### src/rtl/div_seq_ctrl_pkg.sv
// Shared definitions for the sequential restoring divider controller.
package div_seq_ctrl_pkg;

    localparam int W_DEF = 64;

    typedef enum logic [1:0] {
        IDLE = 2'd0,
        RUN  = 2'd1,
        DONE = 2'd2
    } state_t;

endpackage

### src/rtl/div_seq_ctrl_if.sv
// Execute-stage <-> divider request/result bundle.
// start is a request sampled only when the divider is not busy; done is a one-cycle
// pulse, and quotient/remainder/div_by_zero stay valid from done until the next accept.
interface div_seq_ctrl_if
    import div_seq_ctrl_pkg::*;
#(
    parameter int W = W_DEF
);
    logic         start;
    logic [W-1:0] dividend;
    logic [W-1:0] divisor;
    logic         busy;
    logic         done;
    logic [W-1:0] quotient;
    logic [W-1:0] remainder;
    logic         div_by_zero;

    modport master (
        output start, dividend, divisor,
        input  busy, done, quotient, remainder, div_by_zero
    );

    modport slave (
        input  start, dividend, divisor,
        output busy, done, quotient, remainder, div_by_zero
    );
endinterface

### src/rtl/div_seq_ctrl_sub.sv
// ALU ripple subtractor: out = a - b, cout = 1 iff a >= b (no borrow).
module sub
    import div_seq_ctrl_pkg::*;
#(
    parameter int W = W_DEF
) (
    input  logic [W-1:0] a,
    input  logic [W-1:0] b,
    output logic [W-1:0] out,
    output logic         cout
);

    // a + ~b + 1, rippled bit by bit
    always_comb begin
        logic carry;
        carry = 1'b1;
        out   = '0;
        for (int i = 0; i < W; i++) begin
            out[i] = a[i] ^ ~b[i] ^ carry;
            carry  = (a[i] & ~b[i]) | ((a[i] ^ ~b[i]) & carry);
        end
        cout = carry;
    end

endmodule

### src/rtl/div_seq_ctrl.sv
// Multi-cycle unsigned restoring divider controller; one quotient bit per cycle
// using a single shared W-bit subtractor.
module div_seq_ctrl
    import div_seq_ctrl_pkg::*;
#(
    parameter int W = W_DEF
) (
    input  logic           clk,
    input  logic           rst,
    div_seq_ctrl_if.slave  bus,
    output state_t         dbg_state
);

    localparam int             CW   = $clog2(W);
    localparam logic [CW-1:0]  LAST = CW'(W - 1);

    state_t        state, state_nxt;
    logic [CW-1:0] cnt;
    logic [W-1:0]  r, q, d;
    logic [W-1:0]  rs, diff, r_nxt, q_nxt;
    logic          c, cout, take;
    logic          accept, div0;
    logic [W-1:0]  quo, rem;
    logic          dz;

    // Shifted partial remainder; c is the bit pushed out of R's MSB
    assign rs    = {r[W-2:0], q[W-1]};
    assign c     = r[W-1];
    assign take  = c | cout;
    assign r_nxt = take ? diff : rs;
    assign q_nxt = {q[W-2:0], take};

    assign accept = bus.start && (state != RUN);
    assign div0   = (bus.divisor == '0);

    sub #(.W(W)) u_sub (
        .a    (rs),
        .b    (d),
        .out  (diff),
        .cout (cout)
    );

    always_ff @(posedge clk or posedge rst) begin
        if (rst) state <= IDLE;
        else     state <= state_nxt;
    end

    always_comb begin
        state_nxt = state;
        case (state)
            IDLE: if (bus.start) state_nxt = div0 ? DONE : RUN;
            RUN:  if (cnt == LAST) state_nxt = DONE;
            DONE: begin
                if (bus.start) state_nxt = div0 ? DONE : RUN;
                else           state_nxt = IDLE;
            end
            default: state_nxt = IDLE;
        endcase
    end

    always_ff @(posedge clk or posedge rst) begin
        if (rst) begin
            cnt <= '0;
            r   <= '0;
            q   <= '0;
            d   <= '0;
            quo <= '0;
            rem <= '0;
            dz  <= 1'b0;
        end else if (accept) begin
            if (div0) begin
                quo <= '1;
                rem <= bus.dividend;
                dz  <= 1'b1;
            end else begin
                cnt <= '0;
                r   <= '0;
                q   <= bus.dividend;
                d   <= bus.divisor;
            end
        end else if (state == RUN) begin
            r   <= r_nxt;
            q   <= q_nxt;
            cnt <= cnt + 1'b1;
            if (cnt == LAST) begin
                quo <= q_nxt;
                rem <= r_nxt;
                dz  <= 1'b0;
            end
        end
    end

    assign bus.busy        = (state == RUN);
    assign bus.done        = (state == DONE);
    assign bus.quotient    = quo;
    assign bus.remainder   = rem;
    assign bus.div_by_zero = dz;
    assign dbg_state       = state;

endmodule

### src/flat_wrapper.sv
// flat-port wrapper written by rule: the top's interface ports become plain ports
module div_seq_ctrl_flat import div_seq_ctrl_pkg::*;
#(
    parameter int W = W_DEF
)
  (clk, rst, dbg_state, bus_start, bus_dividend, bus_divisor, bus_busy, bus_done, bus_quotient, bus_remainder, bus_div_by_zero);
  div_seq_ctrl_if #(.W(W)) bus_i ();
  input  logic clk;
  input  logic rst;
  output state_t dbg_state;
  input wire logic [$bits(bus_i.start)-1:0] bus_start;
  input wire logic [$bits(bus_i.dividend)-1:0] bus_dividend;
  input wire logic [$bits(bus_i.divisor)-1:0] bus_divisor;
  output wire logic [$bits(bus_i.busy)-1:0] bus_busy;
  output wire logic [$bits(bus_i.done)-1:0] bus_done;
  output wire logic [$bits(bus_i.quotient)-1:0] bus_quotient;
  output wire logic [$bits(bus_i.remainder)-1:0] bus_remainder;
  output wire logic [$bits(bus_i.div_by_zero)-1:0] bus_div_by_zero;
  assign bus_i.start = bus_start;
  assign bus_i.dividend = bus_dividend;
  assign bus_i.divisor = bus_divisor;
  assign bus_busy = bus_i.busy;
  assign bus_done = bus_i.done;
  assign bus_quotient = bus_i.quotient;
  assign bus_remainder = bus_i.remainder;
  assign bus_div_by_zero = bus_i.div_by_zero;
  div_seq_ctrl #(.W(W)) u_core (.clk(clk), .rst(rst), .bus(bus_i), .dbg_state(dbg_state));
endmodule
### config.mk
export PLATFORM = sky130hd
export DESIGN_NAME = div_seq_ctrl_flat
export DESIGN_NICKNAME = d
export VERILOG_FILES = /design/src/rtl/div_seq_ctrl_pkg.sv /design/src/rtl/div_seq_ctrl_if.sv /design/src/rtl/div_seq_ctrl_sub.sv /design/src/rtl/div_seq_ctrl.sv /design/src/flat_wrapper.sv
export SDC_FILE = /design/constraint.sdc
export NUM_CORES = 1
export LEC_CHECK = 0
export ABC_AREA = 0
export ABC_CLOCK_PERIOD_IN_PS = 49700
export BUFFER_PORTS_ARGS = -buffer_cell sky130_fd_sc_hd__buf_2
export CORE_ASPECT_RATIO = 0.9
export CORE_MARGIN = 3
export CORE_UTILIZATION = 55
export CTS_BUF_LIST = sky130_fd_sc_hd__clkbuf_8
export DETAILED_ROUTE_END_ITERATION = 8
export PLACE_DENSITY_LB_ADDON = 0.25
export SLEW_MARGIN = 20
export SYNTH_ARGS = -nofsm -noshare
export SYNTH_HDL_FRONTEND = slang
export SYNTH_SLANG_ARGS = --single-unit
### constraint.sdc
create_clock -name clk -period 49.7 [get_ports clk]
set_input_delay 0 -clock clk [delete_from_list [all_inputs] [get_ports clk]]
set_output_delay 0 -clock clk [all_outputs]
set_load 0.02 [all_outputs]
==> out/results.ini, run 1 <==
[die]
start_util_pct = 56.8
rows = 57
fp.coreArea_sq_um = 27500
chipWidth_microns = 184
ios = 264
design.die.area_sq_um = 30400
die_height_microns = 166

[cells_and_area]
sequential_cell_area_sq_um = 8230
diodes = 0
layout_cell_share_with_drive_strength_beyond_1_pct = 24.3
multiInputGateArea_sq_um = 6630
finish.net_count = 2084
fillers = 2040
area_added_between_synthesis_and_finish_pct = 23.7

[global_routing]
grt_pass1_wl_mm = 72.5
antenna_found_initial = 0
grt_pass1_vias = 12900
grtUsageTotal_pct = 29.8
globalRoute.totalOverflow = 0
grt_start_max_net_pins = 188

[clock_network]
post_cts.repair.setup_buffers = 0
cts_inserted_buffers = 51
htreeDepth = 2
cts_tree = done
tritoncts_num_sinks = 329
cts.path.max_buffers = 3
worstSkewPairLatency_ns = 0.59
path_clk_slew_ns = 0.06
clockRootBuffer = sky130_fd_sc_hd__clkbuf_8

[route]
num_vias = 13200
route.final.wire_length_mm = 45.5
drt-vias-per-instance = 5.80
drc = 0
drt_iter0_drc = 1360
post_drt_wl_per_cell_microns = 20.0
drt_first_pass_iters = 6
drtAntennaViolNets = 0

[yosys]
post_synth_inst_count = 1541
synth_area_per_cell_sq_um = 10.1
synth_sequential_area_ratio_pct = 52.8
synthDistinctLibCells = 38
synth-main-ff-cell = sky130_fd_sc_hd__dfrtp_1
synth_enable_flop_cells = 0
yosysWarnings = 0
netlist_area_sq_um = 15600
post_synthesis_async_set_or_reset_flop_share_pct = 100
postSynthRegisterBits = 329
syn_nets = 1737

[power]
ir_worst_vdd_mv = 0.0339
power_frac_comb_pct = 44.3
power.density_nw_per_um2 = 62.6
sequentialPowerShare_pct = 37.7
switching_share_pct = 41.1
cell_internal_pwr_mw = 0.711
total_leakage_power_nw = 8.60
p_total_mw = 1.21
switching_power_mw = 0.497
share_clk_of_total_power_pct = 18.1

[sta]
worstMarginPinSlew_ns = 1.12
relSlewSlack_pct = 25.0
worst_hold_slack_ns = 0.179
report.final.hold_viol_count = 0
finalSetupViolations = 0
final.period_utilization_pct = 62.4
rsz_0062_raised_after_global_routing = false
setup_tns_ns = 0
final_max_slew_viol_count = 0
final_period_minus_worst_setup_slack_ns = 31.01
fin_worst_skew_ns = 0.0325
timing.fmax_mhz = 32.3

[status]
run_status = finished clean

[setup_path]
timing.critical_path.to_type = flop
crit_path_top_delay_cell = sky130_fd_sc_hd__fa_1
timing.critical_path.buf_inv = 3
critical_path.most_common_cell = sky130_fd_sc_hd__fa_1
timing.critical_path.fanout_max = 89
cpLargestDelayFamily = adder cells
timing.critical_path.from_type = flop
critPathMaxStageDelay_ns = 0.48
arrival_ns = 31.45
worstPathRequired_ns = 50.14
worst-setup-path-type = reg2reg

[placed_design]
numPortBuffers = 263
place_hpwl_mm = 29.9
gp_congestion = 0.947

[run]
max_cap_violations = 0

[min_path]
class_of_the_tightest_hold_or_removal_check = in2async

## layout by cell type, fill, tap and decap left out, types with 2 or more instances in the layout
cell type / n
sky130_fd_sc_hd__dfrtp_1: 329
sky130_fd_sc_hd__nand2_1: 275
sky130_fd_sc_hd__buf_2: 263
sky130_fd_sc_hd__a21oi_1: 184
sky130_fd_sc_hd__nor2_1: 181
sky130_fd_sc_hd__dlygate4sd3_1: 130
sky130_fd_sc_hd__inv_1: 86
sky130_fd_sc_hd__o21ai_0: 67
sky130_fd_sc_hd__mux2_2: 65
sky130_fd_sc_hd__o22ai_1: 64
sky130_fd_sc_hd__fa_1: 63
sky130_fd_sc_hd__clkbuf_8: 63
sky130_fd_sc_hd__o221a_2: 40
sky130_fd_sc_hd__nor4_1: 24
sky130_fd_sc_hd__o221a_1: 23
sky130_fd_sc_hd__buf_4: 10
sky130_fd_sc_hd__nand4_1: 9
sky130_fd_sc_hd__nand3_1: 9
sky130_fd_sc_hd__nor4_2: 4
sky130_fd_sc_hd__clkinv_2: 3
sky130_fd_sc_hd__o211ai_1: 2
sky130_fd_sc_hd__mux2i_1: 2
sky130_fd_sc_hd__ha_1: 2
## area by class of cell
| class | instances | area share (%) |
|---|---|---|
| Sequential cell | 329 | 42.7 |
| Multi-Input combinational cell | 1032 | 34.4 |
| Timing Repair Buffer | 406 | 14.3 |
| Clock buffer | 63 | 4.49 |
| Tap cell | 354 | 2.30 |
| Inverter | 68 | 1.36 |
| Clock inverter | 25 | 0.551 |
## state kept, by name, indices dropped and copies added (netlist names)
register / flops
u_core.bus.quotient: 64
u_core.cnt: 6
u_core.bus.remainder: 64
u_core.d: 64
u_core.dbg_state: 2
u_core.q: 64
u_core.bus.div_by_zero: 1
u_core.r: 64
## metrics by stage
step	area [sq um]	util, %	cells	setup WS (ns)
after CTS	19300	70.2	2276	18.20
after detailed placement	17000	61.9	2058	18.31
after floorplan	15600	-	1541	19.72
final	19300	70.3	2277	18.69
after global routing	19300	70.3	2277	17.54
after global placement	17000	61.9	2058	18.53
## cell usage after synthesis, types with 5 or more instances
cell	instances	area (sq um)
sky130_fd_sc_hd__fa_1	63	1260
sky130_fd_sc_hd__a21oi_1	184	921
sky130_fd_sc_hd__inv_1	67	251
sky130_fd_sc_hd__buf_6	10	113
sky130_fd_sc_hd__o22ai_1	64	400
sky130_fd_sc_hd__nand2_1	276	1040
sky130_fd_sc_hd__o221a_1	23	259
sky130_fd_sc_hd__buf_2	16	80.1
sky130_fd_sc_hd__nor2_1	182	683
sky130_fd_sc_hd__nor4_1	24	150
sky130_fd_sc_hd__o21ai_0	67	335
sky130_fd_sc_hd__nand4_1	9	56.3
sky130_fd_sc_hd__nand3_1	10	50.1
sky130_fd_sc_hd__o221a_2	40	450
sky130_fd_sc_hd__mux2_2	65	732
sky130_fd_sc_hd__dfrtp_1	329	8230
sky130_fd_sc_hd__buf_1	5	18.8
sky130_fd_sc_hd__clkbuf_1	80	300
## logic make-up after synthesis
family | Yosys count | share of synthesized area, %
buffers and inverters | 180 | 4.97
adder cells (fa/ha/maj) | 65 | 8.25
XOR/XNOR | 1 | 0.0562
flip-flops | 329 | 52.8
AO/OA/AOI/OAI | 387 | 15.7
AND/OR/NAND/NOR | 512 | 13.4
multiplexers | 67 | 4.82
## layer usage
layer	GRT usage (%)	routed length, microns	up-vias	part of all wire (%)
li1	-	-	5986	-
met1	47.4	20900	6445	46
met2	42.1	19300	678	42
met3	5.80	4190	88	9.2
met4	7.88	1070	0	2.3
met5	0	0	-	0
## path summary, 6_finish.rpt
check	start	endpoint	slack, ns	cells after the start
setup / recovery	u_core.q[63]	u_core.bus.remainder[56]	18.69	72
hold / removal	rst	u_core.d[42]	0.18	3
setup reg to reg	u_core.q[63]	u_core.bus.remainder[56]	18.69	72
hold reg to reg	u_core.bus.div_by_zero	u_core.bus.div_by_zero	0.48	2
max in group asynchronous	rst	u_core.q[26]	47.93	4
min in group clk	bus_divisor[36]	u_core.d[36]	0.24	3
## power groups by stage
stage          sequential (mW)  clock, mW  combinational [mW]
2_1_floorplan            0.437          0               0.396
3_3_place_gp             0.452          0               0.499
3_5_place_dp             0.456          0               0.523
4_1_cts                  0.452      0.222               0.531
5_1_grt                  0.465      0.236               0.616
6_report                 0.455      0.218               0.535
## worst register-to-register path, delay by kind of cell (launching register included)
kind,cells,cell delay (ns)
buffers and inverters,3,0.45
AO/OA/AOI/OAI,2,0.31
flip-flops,1,0.37
AND/OR/NAND/NOR,3,0.69
adder cells (fa/ha/maj),64,29.09
## repair_timing
item | 4_1_cts | 5_1_grt
setup endpoints to repair | 0 | 0
hold buffers | 130 | 0
gates resized for setup | 0 | 0
hold endpoints to repair | 335 | 0
Note: power is estimated with default switching activity, not from simulation.
==> run 2, diff against run 1 <==
- ABC_AREA: 0 -> 1
- ABC_CLOCK_PERIOD_IN_PS: 49700 -> 31600
- clock period: 49.7 -> 31.6 ns (I/O delays scaled with it)
==> run 2 against run 1 <==
  * Core utilization fell by 0.42 points
  * Sequential power increased by 63%
  * Largest power group unchanged
  * Setup slack worse by 18 ns
  * Flip-flop and latch count stayed put
  * Largest cell class unchanged
  * Die area rose by 9.7%
  * Clock skew fell by 0.0076 ns
==> out/results.ini, run 2 <==
[route]
drc = 0  ; unchanged
drt-vias-per-instance = 5.39  ; -7.1%
post_drt_wl_per_cell_microns = 16.9  ; -15%
num_vias = 16000  ; +22%
route.final.wire_length_mm = 50.4  ; +11%
drtAntennaViolNets = 0  ; unchanged
drt_first_pass_iters = 7  ; +1
drt_iter0_drc = 1645  ; +21%

[placed_design]
placed_area_sq_um = 18400  ; +8.1%
place_hpwl_mm = 29.0  ; -3.2%
gp_congestion = 0.823  ; -13%
pre_cts_slack_ns = 0.558  ; -17.75 ns
numPortBuffers = 263  ; unchanged

[setup_path]
timing.critical_path.from_type = flop
crit_path_top_delay_cell = sky130_fd_sc_hd__fa_1
timing.critical_path.to_type = flop
arrival_ns = 31.09  ; -0.36 ns
timing.critical_path.fanout_max = 8  ; -91%
worst-setup-path-type = reg2reg
worstPathRequired_ns = 32.10  ; -18.04 ns
critical_path.most_common_cell = sky130_fd_sc_hd__fa_1
critPathMaxStageDelay_ns = 0.49  ; about the same

[sta]
fin_worst_skew_ns = 0.0249  ; -0.00763 ns
worstMarginPinSlew_ns = 1.13  ; +0.00442 ns
finalSetupViolations = 0  ; unchanged
relSlewSlack_pct = 24.7  ; -0.29 points
final.period_utilization_pct = 96.8  ; +34 points
final_max_slew_viol_count = 0  ; unchanged
report.final.hold_viol_count = 0  ; unchanged
worst_hold_slack_ns = 0.130  ; -0.0484 ns
final_period_minus_worst_setup_slack_ns = 30.59  ; -0.418 ns
finalWorstSetupSlack_ns = 1.01  ; -17.68 ns
timing.fmax_mhz = 32.7  ; +1.4%

[die]
fp.coreArea_sq_um = 30300  ; +10%
rows = 60  ; +5.3%
start_util_pct = 56.6  ; -0.22 points
design.die.area_sq_um = 33400  ; +9.7%
die_height_microns = 174  ; +4.7%
chipWidth_microns = 192  ; +4.7%
ios = 264  ; unchanged

[yosys]
post_synth_inst_count = 2196  ; +43%
postSynthRegisterBits = 329  ; unchanged
synth_largest_type_area_fraction_pct = 48.0  ; -4.8 points
synth.largest_area_cell = sky130_fd_sc_hd__dfrtp_1
ys_top_cells_by_area = sky130_fd_sc_hd__dfrtp_1 (48%), sky130_fd_sc_hd__nand2_1 (19%), sky130_fd_sc_hd__nand3_1 (9.6%)
synthDistinctLibCells = 23  ; -39%
synthMostInstantiatedCell = sky130_fd_sc_hd__nand2_1
post_synth_most_frequent_cells = sky130_fd_sc_hd__nand2_1 (877), sky130_fd_sc_hd__nand3_1 (330), sky130_fd_sc_hd__dfrtp_1 (329), sky130_fd_sc_hd__inv_1 (203), sky130_fd_sc_hd__nor2_1 (111)
synth_sequential_area_ratio_pct = 48.0  ; -4.8 points
synth-main-ff-cell = sky130_fd_sc_hd__dfrtp_1
yosysWarnings = 0  ; unchanged
syn_nets = 2392  ; +38%
synth_enable_flop_cells = 0  ; unchanged
netlist_area_sq_um = 17200  ; +10%
synth_area_per_cell_sq_um = 7.81  ; -23%
post_synthesis_async_set_or_reset_flop_share_pct = 100  ; unchanged

[cells_and_area]
fillers = 2366  ; +16%
mostFrequentLayoutCells = sky130_fd_sc_hd__nand2_1 (875), sky130_fd_sc_hd__nand3_1 (330), sky130_fd_sc_hd__dfrtp_1 (329), sky130_fd_sc_hd__buf_2 (263), sky130_fd_sc_hd__inv_1 (214)
design_area_sq_um = 21200  ; +9.8%
multiInputGateArea_sq_um = 7510  ; +13%
area_added_between_synthesis_and_finish_pct = 23.5
sequential_cell_area_sq_um = 8230  ; unchanged
finish.net_count = 2731  ; +31%
layout_cell_share_with_drive_strength_beyond_1_pct = 15.7  ; -8.6 points
layout_commonest_cell = sky130_fd_sc_hd__nand2_1

[global_routing]
antenna_found_initial = 2  ; +2
grt_pass1_vias = 15500  ; +20%
grt_pass1_wl_mm = 78.9  ; +8.8%
globalRoute.totalOverflow = 0  ; unchanged
grtUsageTotal_pct = 28.8  ; -0.95 points
grt_start_max_net_pins = 142  ; -24%

[clock_network]
path_clk_slew_ns = 0.07  ; about the same
tritoncts_num_sinks = 329  ; unchanged
cts_tree = done
clockRootBuffer = sky130_fd_sc_hd__clkbuf_8
worstSkewPairLatency_ns = 0.59  ; about the same
cts_inserted_buffers = 54  ; +5.9%
cts.path.max_buffers = 3  ; unchanged
htreeDepth = 2  ; unchanged

[status]
run_status = finished clean

[min_path]
class_of_the_tightest_hold_or_removal_check = in2async

[power]
power.density_nw_per_um2 = 120  ; +91%
total_leakage_power_nw = 12.0  ; +40%
ir_worst_vdd_mv = 0.192  ; +470%
p_total_mw = 2.53  ; +110%

[run]
max_cap_violations = 0  ; unchanged

## run 2: cell count changes in the layout (fill, tap and decap cells not counted), moves of 64 or more
cell | previous run | this run
sky130_fd_sc_hd__nand2_1 | 275 | 875
sky130_fd_sc_hd__mux2_2 | 65 | 0
sky130_fd_sc_hd__inv_1 | 86 | 214
sky130_fd_sc_hd__nor2_1 | 181 | 110
sky130_fd_sc_hd__a21oi_1 | 184 | 58
sky130_fd_sc_hd__nand3_1 | 9 | 330
sky130_fd_sc_hd__o22ai_1 | 64 | 0
## run 2: power breakdown
part	internal [mW]	total, mW	switching (mW)
Sequential	0.613	0.741	0.128
Clock	0.218	0.391	0.173
Combinational	0.499	1.40	0.902
Total	1.33	2.53	1.20
## run 2: cell families after synthesis
logic type	after synthesis	share of synthesized area [%]
AO/OA/AOI/OAI	129	3.80
XOR/XNOR	1	0.0510
adder cells (fa/ha/maj)	65	7.50
buffers and inverters	343	8.98
flip-flops	329	48.0
AND/OR/NAND/NOR	1329	31.7
## run 2: stage by stage
| step | utilization [%] | TNS (ns) | std cells |
|---|---|---|---|
| finish | 69.9 | 0 | 2978 |
| global route | 69.9 | -0.0655 | 2978 |
| global placement | 60.6 | 0 | 2735 |
| CTS | 68.6 | 0 | 2959 |
| detailed placement | 60.6 | 0 | 2735 |
| floorplan | - | 0 | 2196 |
## run 2: worst max-delay path: cells and delay by family (launching register included)
family	cells	cell delay, ns
fa+ha+maj	64	28.82
buf+inv	5	0.65
simple gates	6	0.59
flops	1	0.37
compound gates	1	0.10
## run 2: worst paths after layout
| path | cells past startpoint | start | slack (ns) | end |
|---|---|---|---|---|
| worst max register to register | 76 | u_core.q[63] | 1.01 | u_core.bus.remainder[19] |
| worst min register to register | 2 | u_core.bus.quotient[17] | 0.47 | u_core.bus.quotient[17] |
| min in group clk | 4 | bus_divisor[51] | 0.20 | u_core.d[51] |
| max in group asynchronous | 5 | rst | 29.15 | u_core.bus.remainder[50] |
| worst min-delay path | 3 | rst | 0.13 | u_core.bus.quotient[17] |
| worst max-delay path | 76 | u_core.q[63] | 1.01 | u_core.bus.remainder[19] |
## run 2: layout make-up
| class | count | area share (%) |
|---|---|---|
| Tap cell | 403 | 2.38 |
| Inverter | 204 | 3.67 |
| Timing Repair Buffer | 421 | 14.2 |
| Clock buffer | 79 | 5.13 |
| Sequential cell | 329 | 38.9 |
| Multi-Input combinational cell | 1525 | 35.4 |
| Antenna cell | 2 | 0.0236 |
| Clock inverter | 15 | 0.278 |
## run 2: routing by layer
layer	global-route usage, %	part of all wire [%]
met1	41.0	41
met5	0	0
met4	9.95	3.3
met2	45.1	46
met3	4.93	9.1
## run 2: repair_timing
action,4_1_cts,5_1_grt
gates resized for setup,0,24
endpoints found under the hold margin,316,0
setup endpoints to repair,0,130
hold buffers,130,0
buffers inserted,0,6
==> run 3, diff against run 2 <==
- PLACE_DENSITY: unset -> 0.78
- PLACE_DENSITY_LB_ADDON: 0.25 -> unset
==> run 3 against run 2 <==
  * Non-clock buffer count shrank 4
  * Final area fell by 0.22%
  * Largest cell class unchanged
  * Setup slack got worse by 0.012 ns
  * Via count about the same
  * Global-route usage down 0.075 points
==> out/results.ini, run 3 (synthesized netlist as in run 2, its figures left out) <==
[cells_and_area]
layout_commonest_cell = sky130_fd_sc_hd__nand2_1
mostFrequentLayoutCells = sky130_fd_sc_hd__nand2_1 (875), sky130_fd_sc_hd__nand3_1 (329), sky130_fd_sc_hd__dfrtp_1 (329), sky130_fd_sc_hd__buf_2 (263), sky130_fd_sc_hd__inv_1 (212)
sequential_cell_area_sq_um = 8230  ; unchanged
fin_util_pct = 69.7  ; -0.16 points
layout_cell_share_with_drive_strength_beyond_1_pct = 16.4  ; +0.71 points
finish.net_count = 2730  ; -0.037%
area_added_between_synthesis_and_finish_pct = 23.2
design_area_sq_um = 21100  ; -0.22%
fin_cells = 2977  ; -0.034%
fillers = 2353  ; -0.55%
multiInputGateArea_sq_um = 7620  ; +1.5%

[sta]
report.final.hold_viol_count = 0  ; unchanged
worst_hold_slack_ns = 0.0968  ; -0.0334 ns
finalSetupViolations = 0  ; unchanged
setup_tns_ns = 0  ; unchanged
relSlewSlack_pct = 24.1  ; -0.67 points
final.period_utilization_pct = 96.8  ; about the same
worstMarginPinSlew_ns = 1.14  ; +0.0100 ns
finalWorstSetupSlack_ns = 1.00  ; -0.0119 ns
fin_worst_skew_ns = 0.0226  ; -0.00225 ns
final_max_slew_viol_count = 0  ; unchanged
timing.fmax_mhz = 32.7  ; about the same
final_period_minus_worst_setup_slack_ns = 30.60  ; +0.0119 ns

[placed_design]
gp_congestion = 0.825  ; +0.27%
pre_cts_slack_ns = 0.335  ; -0.223 ns
numPortBuffers = 263  ; unchanged
dpl.cell_count = 2738  ; +0.11%
placed_area_sq_um = 18400  ; +0.14%
place_hpwl_mm = 29.8  ; +2.8%

[power]
ir_worst_vdd_mv = 0.0781  ; -59%
power.density_nw_per_um2 = 120  ; about the same
p_total_mw = 2.53  ; -0.16%
total_leakage_power_nw = 11.9  ; -0.60%

[die]
ios = 264  ; unchanged
design.die.area_sq_um = 33400  ; unchanged
fp.coreArea_sq_um = 30300  ; unchanged
die_height_microns = 174  ; unchanged
start_util_pct = 56.6  ; unchanged
rows = 60  ; unchanged
chipWidth_microns = 192  ; unchanged

[setup_path]
worst-setup-path-type = reg2reg
timing.critical_path.to_type = flop
r2r_setup_slk_ns = 1.00  ; about the same
critical_path.most_common_cell = sky130_fd_sc_hd__fa_1
critPathMaxStageDelay_ns = 0.48  ; about the same
timing.critical_path.buf_inv = 4  ; -1
crit_path_top_delay_cell = sky130_fd_sc_hd__fa_1
cpLargestDelayFamily = adder cells
timing.critical_path.from_type = flop
arrival_ns = 31.12  ; +0.03 ns
worstPathRequired_ns = 32.12  ; +0.02 ns
timing.critical_path.fanout_max = 7  ; -1

[global_routing]
globalRoute.totalOverflow = 0  ; unchanged
grt_pass1_wl_mm = 78.8  ; -0.17%
antenna_found_initial = 6  ; +4
grt_start_max_net_pins = 127  ; -11%
grtUsageTotal_pct = 28.8  ; -0.075 points
grt_pass1_vias = 15600  ; +1.2%

[clock_network]
worstSkewPairLatency_ns = 0.58  ; about the same
clockRootBuffer = sky130_fd_sc_hd__clkbuf_8
cts_tree = done
path_clk_slew_ns = 0.07  ; about the same
htreeDepth = 2  ; unchanged
cts_inserted_buffers = 53  ; -1.9%
cts.path.max_buffers = 3  ; unchanged
tritoncts_num_sinks = 329  ; unchanged

[route]
route.final.wire_length_mm = 49.8  ; -1.2%
num_vias = 16000  ; -0.087%
post_drt_wl_per_cell_microns = 16.7  ; -1.1%
drt-vias-per-instance = 5.38  ; about the same
drc = 0  ; unchanged
drtAntennaViolNets = 0  ; unchanged
drt_iter0_drc = 1814  ; +10%
drt_first_pass_iters = 8  ; +1

[run]
max_cap_violations = 0  ; unchanged

[status]
run_status = finished clean

[min_path]
class_of_the_tightest_hold_or_removal_check = in2async

run 3: cell count changes in the layout (fill, tap and decap cells not counted), sizes merged:
cell      before  now
clkbuf        87   75
clkinvlp       0    1
nand2        882  884
buf          283  282
bufinv         0    1
clkinv         2    5
inv          217  214
diode          2    8
nor2         114  116
run 3: area by class of cell:
type / instances / area share, %
clock buffers: 70 / 4.56
well taps: 403 / 2.39
flip-flops and latches: 329 / 38.9
repair buffers: 417 / 13.9
diodes: 8 / 0.0947
clock inverters: 17 / 0.349
inverters: 204 / 3.75
multi-input cells: 1529 / 36.0
run 3: final timing paths:
kind	startpoint	end	cells past startpoint
min in group clk	bus_divisor[41]	u_core.d[41]	4
max in group asynchronous	rst	u_core.q[48]	5
worst max-delay path	u_core.q[63]	u_core.bus.remainder[39]	75
worst min register to register	u_core.bus.quotient[27]	u_core.bus.quotient[27]	2
worst min-delay path	rst	u_core.bus.quotient[10]	3
worst max register to register	u_core.q[63]	u_core.bus.remainder[39]	75
run 3: repair_timing:
item / CTS / global route
hold buffers: 130 / 0
buffers inserted: 0 / 4
gates resized for setup: 0 / 48
endpoints found under the hold margin: 316 / 0
setup endpoints to repair: 0 / 129
run 3: power by group:
part,internal [mW],switching (mW),total [mW]
logic,0.506,0.913,1.42
registers,0.613,0.131,0.744
clock network,0.195,0.170,0.366
total,1.31,1.21,2.53
run 3: worst reg2reg max path, delay by kind of cell (launching register included):
family / cells / cell delay, ns
flops: 1 / 0.37
buf+inv: 4 / 0.61
compound gates: 1 / 0.08
fa+ha+maj: 64 / 28.92
simple gates: 6 / 0.64
run 3: metal layers:
| layer | GRT usage [%] | up-vias | part of all wire (%) |
|---|---|---|---|
| li1 | - | 7470 | - |
| met2 | 45.0 | 843 | 45 |
| met4 | 11.6 | 0 | 4.2 |
| met5 | 0 | - | 0 |
| met3 | 5.10 | 154 | 9.2 |
| met1 | 40.0 | 7562 | 41 |
